`src/rtl/butterfly_result_collector_pkg.sv`:
```
// Shared widths and FSM encoding for the butterfly result collector.
package butterfly_result_collector_pkg;

  localparam int unsigned DATA_W = 16;
  localparam int unsigned LANE_W = 2 * DATA_W;
  localparam int unsigned CNT_W  = 16;

  typedef enum logic [1:0] {
    IDLE,
    RUN,
    DONE
  } brc_state_e;

endpackage

```
`src/rtl/butterfly_result_collector_lane_fifo.sv`:
```
// Per-lane synchronous FIFO; read data comes straight from the storage flops,
// so a word written on an edge is only poppable from the following cycle.
module brc_lane_fifo #(
  parameter int unsigned WIDTH = 16,
  parameter int unsigned DEPTH = 8
) (
  input  logic             clk,
  input  logic             rst,
  input  logic             i_push,
  input  logic [WIDTH-1:0] i_wdata,
  input  logic             i_pop,
  output logic [WIDTH-1:0] o_rdata,
  output logic             o_full,
  output logic             o_empty
);

  localparam int unsigned AW = (DEPTH > 1) ? $clog2(DEPTH) : 1;

  logic [WIDTH-1:0] r_mem [DEPTH];
  logic [AW-1:0]    r_wr_ptr;
  logic [AW-1:0]    r_rd_ptr;
  logic [AW:0]      r_count;
  logic             w_do_push;
  logic             w_do_pop;

  always_comb begin
    o_full    = (r_count == (AW+1)'(DEPTH));
    o_empty   = (r_count == '0);
    w_do_push = i_push & ~o_full;
    w_do_pop  = i_pop & ~o_empty;
    o_rdata   = r_mem[r_rd_ptr];
  end

  always_ff @(posedge clk or posedge rst) begin
    if (rst) begin
      r_wr_ptr <= '0;
      r_rd_ptr <= '0;
      r_count  <= '0;
    end else begin
      if (w_do_push) r_wr_ptr <= r_wr_ptr + AW'(1);
      if (w_do_pop)  r_rd_ptr <= r_rd_ptr + AW'(1);
      unique case ({w_do_push, w_do_pop})
        2'b10:   r_count <= r_count + (AW+1)'(1);
        2'b01:   r_count <= r_count - (AW+1)'(1);
        default: ;
      endcase
    end
  end

  always_ff @(posedge clk) begin
    if (w_do_push) r_mem[r_wr_ptr] <= i_wdata;
  end

endmodule

```
`src/rtl/butterfly_result_collector.sv`:
```
// Collects per-lane real/imag samples, realigns lanes through FIFOs and emits
// packed complex words with valid/ready/last, counting `length` beats per run.
module butterfly_result_collector
  import butterfly_result_collector_pkg::*;
#(
  parameter int unsigned data_width              = 16,
  parameter int unsigned parallelism_per_control = 4,
  parameter int unsigned fifo_depth              = 8
) (
  input  logic                                           clk,
  input  logic                                           rst,
  input  logic                                           start,
  input  logic [CNT_W-1:0]                               length,
  input  logic [parallelism_per_control-1:0]             in_vld_A,
  input  logic [data_width*parallelism_per_control-1:0]  in_dat_A,
  output logic                                           in_rdy_A,
  input  logic [parallelism_per_control-1:0]             in_vld_B,
  input  logic [data_width*parallelism_per_control-1:0]  in_dat_B,
  output logic                                           in_rdy_B,
  output logic                                           out_vld,
  output logic [2*data_width*parallelism_per_control-1:0] out_dat,
  output logic                                           out_last,
  input  logic                                           out_rdy,
  output logic                                           busy,
  output logic                                           done,
  output logic                                           err_extra
);

  localparam int unsigned P  = parallelism_per_control;
  localparam int unsigned DW = data_width;

  brc_state_e r_state, w_state_nxt;

  logic [CNT_W-1:0]          r_len;
  logic [CNT_W-1:0]          r_out_cnt;
  logic [P-1:0][CNT_W-1:0]   r_acc_A, r_acc_B;
  logic [P-1:0][DW-1:0]      w_rd_A, w_rd_B;
  logic [P-1:0]              w_full_A, w_full_B, w_empty_A, w_empty_B;
  logic [P-1:0]              w_at_len_A, w_at_len_B;
  logic [P-1:0]              w_push_A, w_push_B, w_drop_A, w_drop_B;
  logic [2*DW*P-1:0]         w_pack;
  logic                      w_pop, w_out_hs, w_last_hs;

  always_comb begin
    w_pack = '0;
    for (int unsigned i = 0; i < P; i++) begin
      w_at_len_A[i] = (r_acc_A[i] == r_len);
      w_at_len_B[i] = (r_acc_B[i] == r_len);
      w_pack[2*DW*i +: 2*DW] = {w_rd_B[i], w_rd_A[i]};
    end
    in_rdy_A = (r_state == RUN) & ~(|w_full_A) & ~(&w_at_len_A);
    in_rdy_B = (r_state == RUN) & ~(|w_full_B) & ~(&w_at_len_B);
    // A lane already at length still handshakes, but its sample is discarded.
    w_push_A = in_vld_A & {P{in_rdy_A}} & ~w_at_len_A;
    w_push_B = in_vld_B & {P{in_rdy_B}} & ~w_at_len_B;
    w_drop_A = in_vld_A & {P{in_rdy_A}} & w_at_len_A;
    w_drop_B = in_vld_B & {P{in_rdy_B}} & w_at_len_B;
    w_pop     = ~(|w_empty_A) & ~(|w_empty_B) & (~out_vld | out_rdy);
    out_last  = out_vld & (r_out_cnt == r_len - CNT_W'(1));
    w_out_hs  = out_vld & out_rdy;
    w_last_hs = w_out_hs & out_last;
    busy      = (r_state == RUN);
    done      = (r_state == DONE);
  end

  for (genvar g = 0; g < P; g++) begin : g_lane
    brc_lane_fifo #(.WIDTH(DW), .DEPTH(fifo_depth)) u_fifo_a (
      .clk     (clk),
      .rst     (rst),
      .i_push  (w_push_A[g]),
      .i_wdata (in_dat_A[DW*g +: DW]),
      .i_pop   (w_pop),
      .o_rdata (w_rd_A[g]),
      .o_full  (w_full_A[g]),
      .o_empty (w_empty_A[g])
    );
    brc_lane_fifo #(.WIDTH(DW), .DEPTH(fifo_depth)) u_fifo_b (
      .clk     (clk),
      .rst     (rst),
      .i_push  (w_push_B[g]),
      .i_wdata (in_dat_B[DW*g +: DW]),
      .i_pop   (w_pop),
      .o_rdata (w_rd_B[g]),
      .o_full  (w_full_B[g]),
      .o_empty (w_empty_B[g])
    );
  end

  always_comb begin
    w_state_nxt = r_state;
    unique case (r_state)
      IDLE:    if (start) w_state_nxt = (length == '0) ? DONE : RUN;
      RUN:     if (w_last_hs) w_state_nxt = DONE;
      DONE:    w_state_nxt = IDLE;
      default: w_state_nxt = IDLE;
    endcase
  end

  always_ff @(posedge clk or posedge rst) begin
    if (rst) r_state <= IDLE;
    else     r_state <= w_state_nxt;
  end

  always_ff @(posedge clk or posedge rst) begin
    if (rst) begin
      r_len     <= '0;
      r_out_cnt <= '0;
      r_acc_A   <= '0;
      r_acc_B   <= '0;
      err_extra <= 1'b0;
      out_vld   <= 1'b0;
      out_dat   <= '0;
    end else begin
      if (r_state == IDLE && start) begin
        r_len     <= length;
        r_out_cnt <= '0;
        r_acc_A   <= '0;
        r_acc_B   <= '0;
        err_extra <= 1'b0;
      end else begin
        for (int unsigned i = 0; i < P; i++) begin
          if (w_push_A[i]) r_acc_A[i] <= r_acc_A[i] + CNT_W'(1);
          if (w_push_B[i]) r_acc_B[i] <= r_acc_B[i] + CNT_W'(1);
        end
        if (|w_drop_A || |w_drop_B) err_extra <= 1'b1;
        if (w_out_hs) r_out_cnt <= r_out_cnt + CNT_W'(1);
      end
      if (w_pop) begin
        out_dat <= w_pack;
        out_vld <= 1'b1;
      end else if (out_rdy) begin
        out_vld <= 1'b0;
      end
    end
  end

endmodule

```
`config.mk`:
```
export PLATFORM = sky130hd
export DESIGN_NAME = butterfly_result_collector
export DESIGN_NICKNAME = d
export VERILOG_FILES = /design/src/rtl/butterfly_result_collector_pkg.sv /design/src/rtl/butterfly_result_collector_lane_fifo.sv /design/src/rtl/butterfly_result_collector.sv
export SDC_FILE = /design/constraint.sdc
export NUM_CORES = 2
export LEC_CHECK = 0
export ABC_AREA = 1
export CORE_MARGIN = 8
export CORE_UTILIZATION = 60
export DETAILED_ROUTE_END_ITERATION = 6
export PLACE_DENSITY = 0.88
export SLEW_MARGIN = 20
export SYNTH_ARGS = -nofsm -noshare
export SYNTH_HDL_FRONTEND = slang
export SYNTH_SLANG_ARGS = --single-unit
```
`constraint.sdc`:
```
create_clock -name clk -period 13.27 [get_ports clk]
set_input_delay 1.327 -clock clk [delete_from_list [all_inputs] [get_ports clk]]
set_output_delay 1.327 -clock clk [all_outputs]
set_load 0.005 [all_outputs]
```
==> flow_metrics.tcl <==
set metrics [dict create \
    tightest_slew_ps 1052 \
    wl_met3_um 13710 \
    crit_fanout 10 \
    place.gp.congestion 0.9375 \
    mostFrequentLayoutCells "edfxtp_1, nand2_1, o21ai_0" \
    rsz0062_at_grt "false" \
    relSlewSlack_pct 29.89 \
    vias_per_cell 5.890 \
    synth_ff_type "edfxtp_1" \
    cts_sinks 1396 \
    track_usage_pct 25.92 \
    cts_htree_levels 4 \
    layout-drive-gt1-share_pct 6.347 \
    fin_worst_skew_ps 36.09 \
    start_util_pct 60.15 \
    hold_viol_final 0 \
    crit_path_end_kind "output port" \
    clk_latency_ps 750 \
    peakVddDrop_uv 124.3 \
    setup-tns-final_ps 0 \
    synthCells 5330 \
    ys_ff_latch 1396 \
    fmax_ghz 0.1946 \
    cts.clk_slew.worst_paths_ps 50 \
    wl_met2_um 73230 \
    highest_layer "met5" \
    antenna_found_initial 20 \
    grt_pass1_vias 41611 \
    stdcell_area_um2 69780 \
    worstHoldPathType "reg2reg" \
    cts_setup_buffers 0 \
    grt-ovfl-total 0 \
    critPathKind "reg2out" \
    p_comb_share_pct 8.1 \
    synth-async-reset-ratio_pct 26.65 \
    wl_met1_um 56470 \
    die_h_um 334.4 \
    dr.pass1.iters 6 \
    period_share_pct 38.72 \
    yosysUniqueCellTypes 54 \
    synth_edf_count 1024 \
    io_buffers 290 \
    final_common_cell "edfxtp_1" \
    numCtsBuffers 142 \
    seq_area_frac_synth_pct 65.84 \
    power.density_nw_per_um2 139.5 \
    clockBufferDepth 3 \
    syn_area_um2 60840 \
    p_leak_nw 26.16 \
    seq_power_share_pct 51.9 \
    coreArea_um2 101200 \
    min_period_ps 5138 \
    pre_cts_slack_ps 8391 \
    dp_hpwl_um 88520 \
    yosys_warnings 0 \
    p_sw_mw 2.418 \
    cts_tree "built" \
    drv_slew 0 \
    worstPathArrival_ps 3810 \
    die_area_um2 111900 \
    cts_resized 0 \
    vias 41857 \
    placed_cell_area_um2 65000 \
    areaGrowthSynthToFinish_pct 14.69 \
    die_x_um 334.4 \
    n_fill_cell 6682 \
    final_nets 5815 \
    drc 0 \
    clkPwrFrac_pct 40.0 \
    postRouteAntennaNets 0 \
    intPower_mw 7.318 \
    io_pins 291 \
    finalSetupViolCount 0 \
    start_kind "flip-flop" \
    avgSynthCellArea_um2 11.42 \
    worst_slack_ps 8132 \
    grt_pass1_wl_um 229000 \
    cts_root_buf "clkbuf_16" \
    syn-num-nets 5543 \
    swShare_pct 24.84 \
    rows 117 \
    wl_per_cell_um 21.02 \
    drt_wl_total_um 149400 \
    grt_max_degree 135 \
    cts_hold_buf 0 \
    crit_required_ps 11940 \
    status "finished clean" \
    drtIter0Drc 4717 \
    cap_viol_max_count 0 \
]
-- flip-flops by register name, summed over array words and instances (netlist names), 2 cells and up --
name / count
r_acc_A: 64
r_len: 16
g_lane.u_fifo_a.r_count: 16
g_lane.u_fifo_a.r_mem: 512
g_lane.u_fifo_b.r_wr_ptr: 12
g_lane.u_fifo_a.r_rd_ptr: 12
out_dat: 128
g_lane.u_fifo_b.r_rd_ptr: 12
r_state: 2
g_lane.u_fifo_b.r_count: 16
g_lane.u_fifo_a.r_wr_ptr: 12
g_lane.u_fifo_b.r_mem: 512
r_acc_B: 64
r_out_cnt: 16
-- per-stage QoR --
stage / util (%) / power (mW) / hold slack [ps] / instances
5_1_grt: 68.96 / 10.06 / 480.3 / 7097
2_1_floorplan: - / 5.591 / 446.5 / 5330
6_report: 68.98 / 9.737 / 471.3 / 7106
4_1_cts: 68.73 / 9.749 / 474.5 / 7079
3_5_place_dp: 64.26 / 5.891 / 465.0 / 6818
3_3_place_gp: 64.26 / 5.857 / 461.6 / 6818
-- cell families (layout without fill, tap and decap cells) --
kind of cell               Yosys count  in the layout  synth area share (%)
and+or+nand+nor                   1419           1419                 10.05
DFF                               1396           1396                 65.84
AOI/OAI and AO/OA                 1232           1232                 10.60
buffers and inverters              763           1152                 5.065
muxes                              257            257                 4.228
xor gates and xnor gates           206            206                 2.965
adders and majority gates           57             57                 1.259
other                                0             19                     0
-- critical path: stages, from the launching register on --
cell             delay (ps)
dfrtp_1                 870
inv_4                   170
ha_1                    290
xnor2_1                 150
xor2_1                  150
nor4_1                  380
nand3_1                 130
nor3_1                  170
nand4_1                 100
nor2_1                  130
clkdlybuf4s50_1         520
-- cell usage after synthesis, types with 7 or more instances --
cell type  instances  area, um^2
edfxtp_1        1024       30750
nand2_1          787        2954
o21ai_0          679        3398
inv_1            493        1851
dfrtp_1          372        9309
nor2_1           298        1119
a21oi_1          279        1396
mux2i_1          257        2572
xor2_1           181        1585
clkbuf_1         158       593.1
nand3_1          129       645.6
o22ai_1          111       694.4
o21ai_1          110       550.5
nor3_1            66       330.3
ha_1              50       625.6
nand4_1           46       287.8
buf_2             45       225.2
xnor2_1           25       219.0
o21a_1            23       172.7
nor4_1            22       137.6
buf_4             19       142.6
o31ai_1           16       120.1
buf_1             13       48.80
nand3b_1          13       97.59
inv_2             12       45.04
buf_6              9       101.4
and3_1             8       50.05
nand2_2            8       50.05
a211oi_1           7       52.55
fa_1               7       140.1
-- power by group through the flow --
stage / sequential [mW] / combinational [mW] / clock (mW)
floorplan: 4.98 / 0.607 / 0
global placement: 5.12 / 0.737 / 0
detailed placement: 5.12 / 0.767 / 0
CTS: 5.04 / 0.774 / 3.94
global route: 5.05 / 0.885 / 4.12
finish: 5.06 / 0.787 / 3.89
-- path summary, 6_finish.rpt --
kind | endpoint | slack [ps] | from | cells past startpoint
hold reg to reg | g_lane[1].u_fifo_b.r_count[0] | 470 | g_lane[1].u_fifo_b.r_count[0] | 1
setup reg to reg | g_lane[1].u_fifo_a.r_count[3] | 9060 | r_len[11] | 19
setup / recovery | out_last | 8130 | r_len[0] | 10
hold / removal | g_lane[1].u_fifo_b.r_count[0] | 470 | g_lane[1].u_fifo_b.r_count[0] | 1
max in group asynchronous | g_lane[1].u_fifo_a.r_rd_ptr[0] | 10420 | rst | 3
min in group asynchronous | r_len[15] | 1150 | rst | 2
-- area by class of cell --
type | count | area (um^2) | share of cell area [%]
Multi-Input combinational cell | 3171 | 17740 | 25.42
Clock inverter | 61 | 604.3 | 0.8660
Inverter | 515 | 1966 | 2.817
Timing Repair Buffer | 376 | 3694 | 5.293
Clock buffer | 200 | 3924 | 5.623
Tap cell | 1368 | 1712 | 2.453
Antenna cell | 19 | 47.55 | 0.06813
Sequential cell | 1396 | 40090 | 57.46
-- layer usage --
layer | track usage (%) | up-vias
met5 | 0 | -
met4 | 11.13 | 8
met3 | 5.361 | 382
met2 | 43.33 | 2018
met1 | 32.98 | 20268
li1 | - | 19181
(Power assumes the default switching activity.)
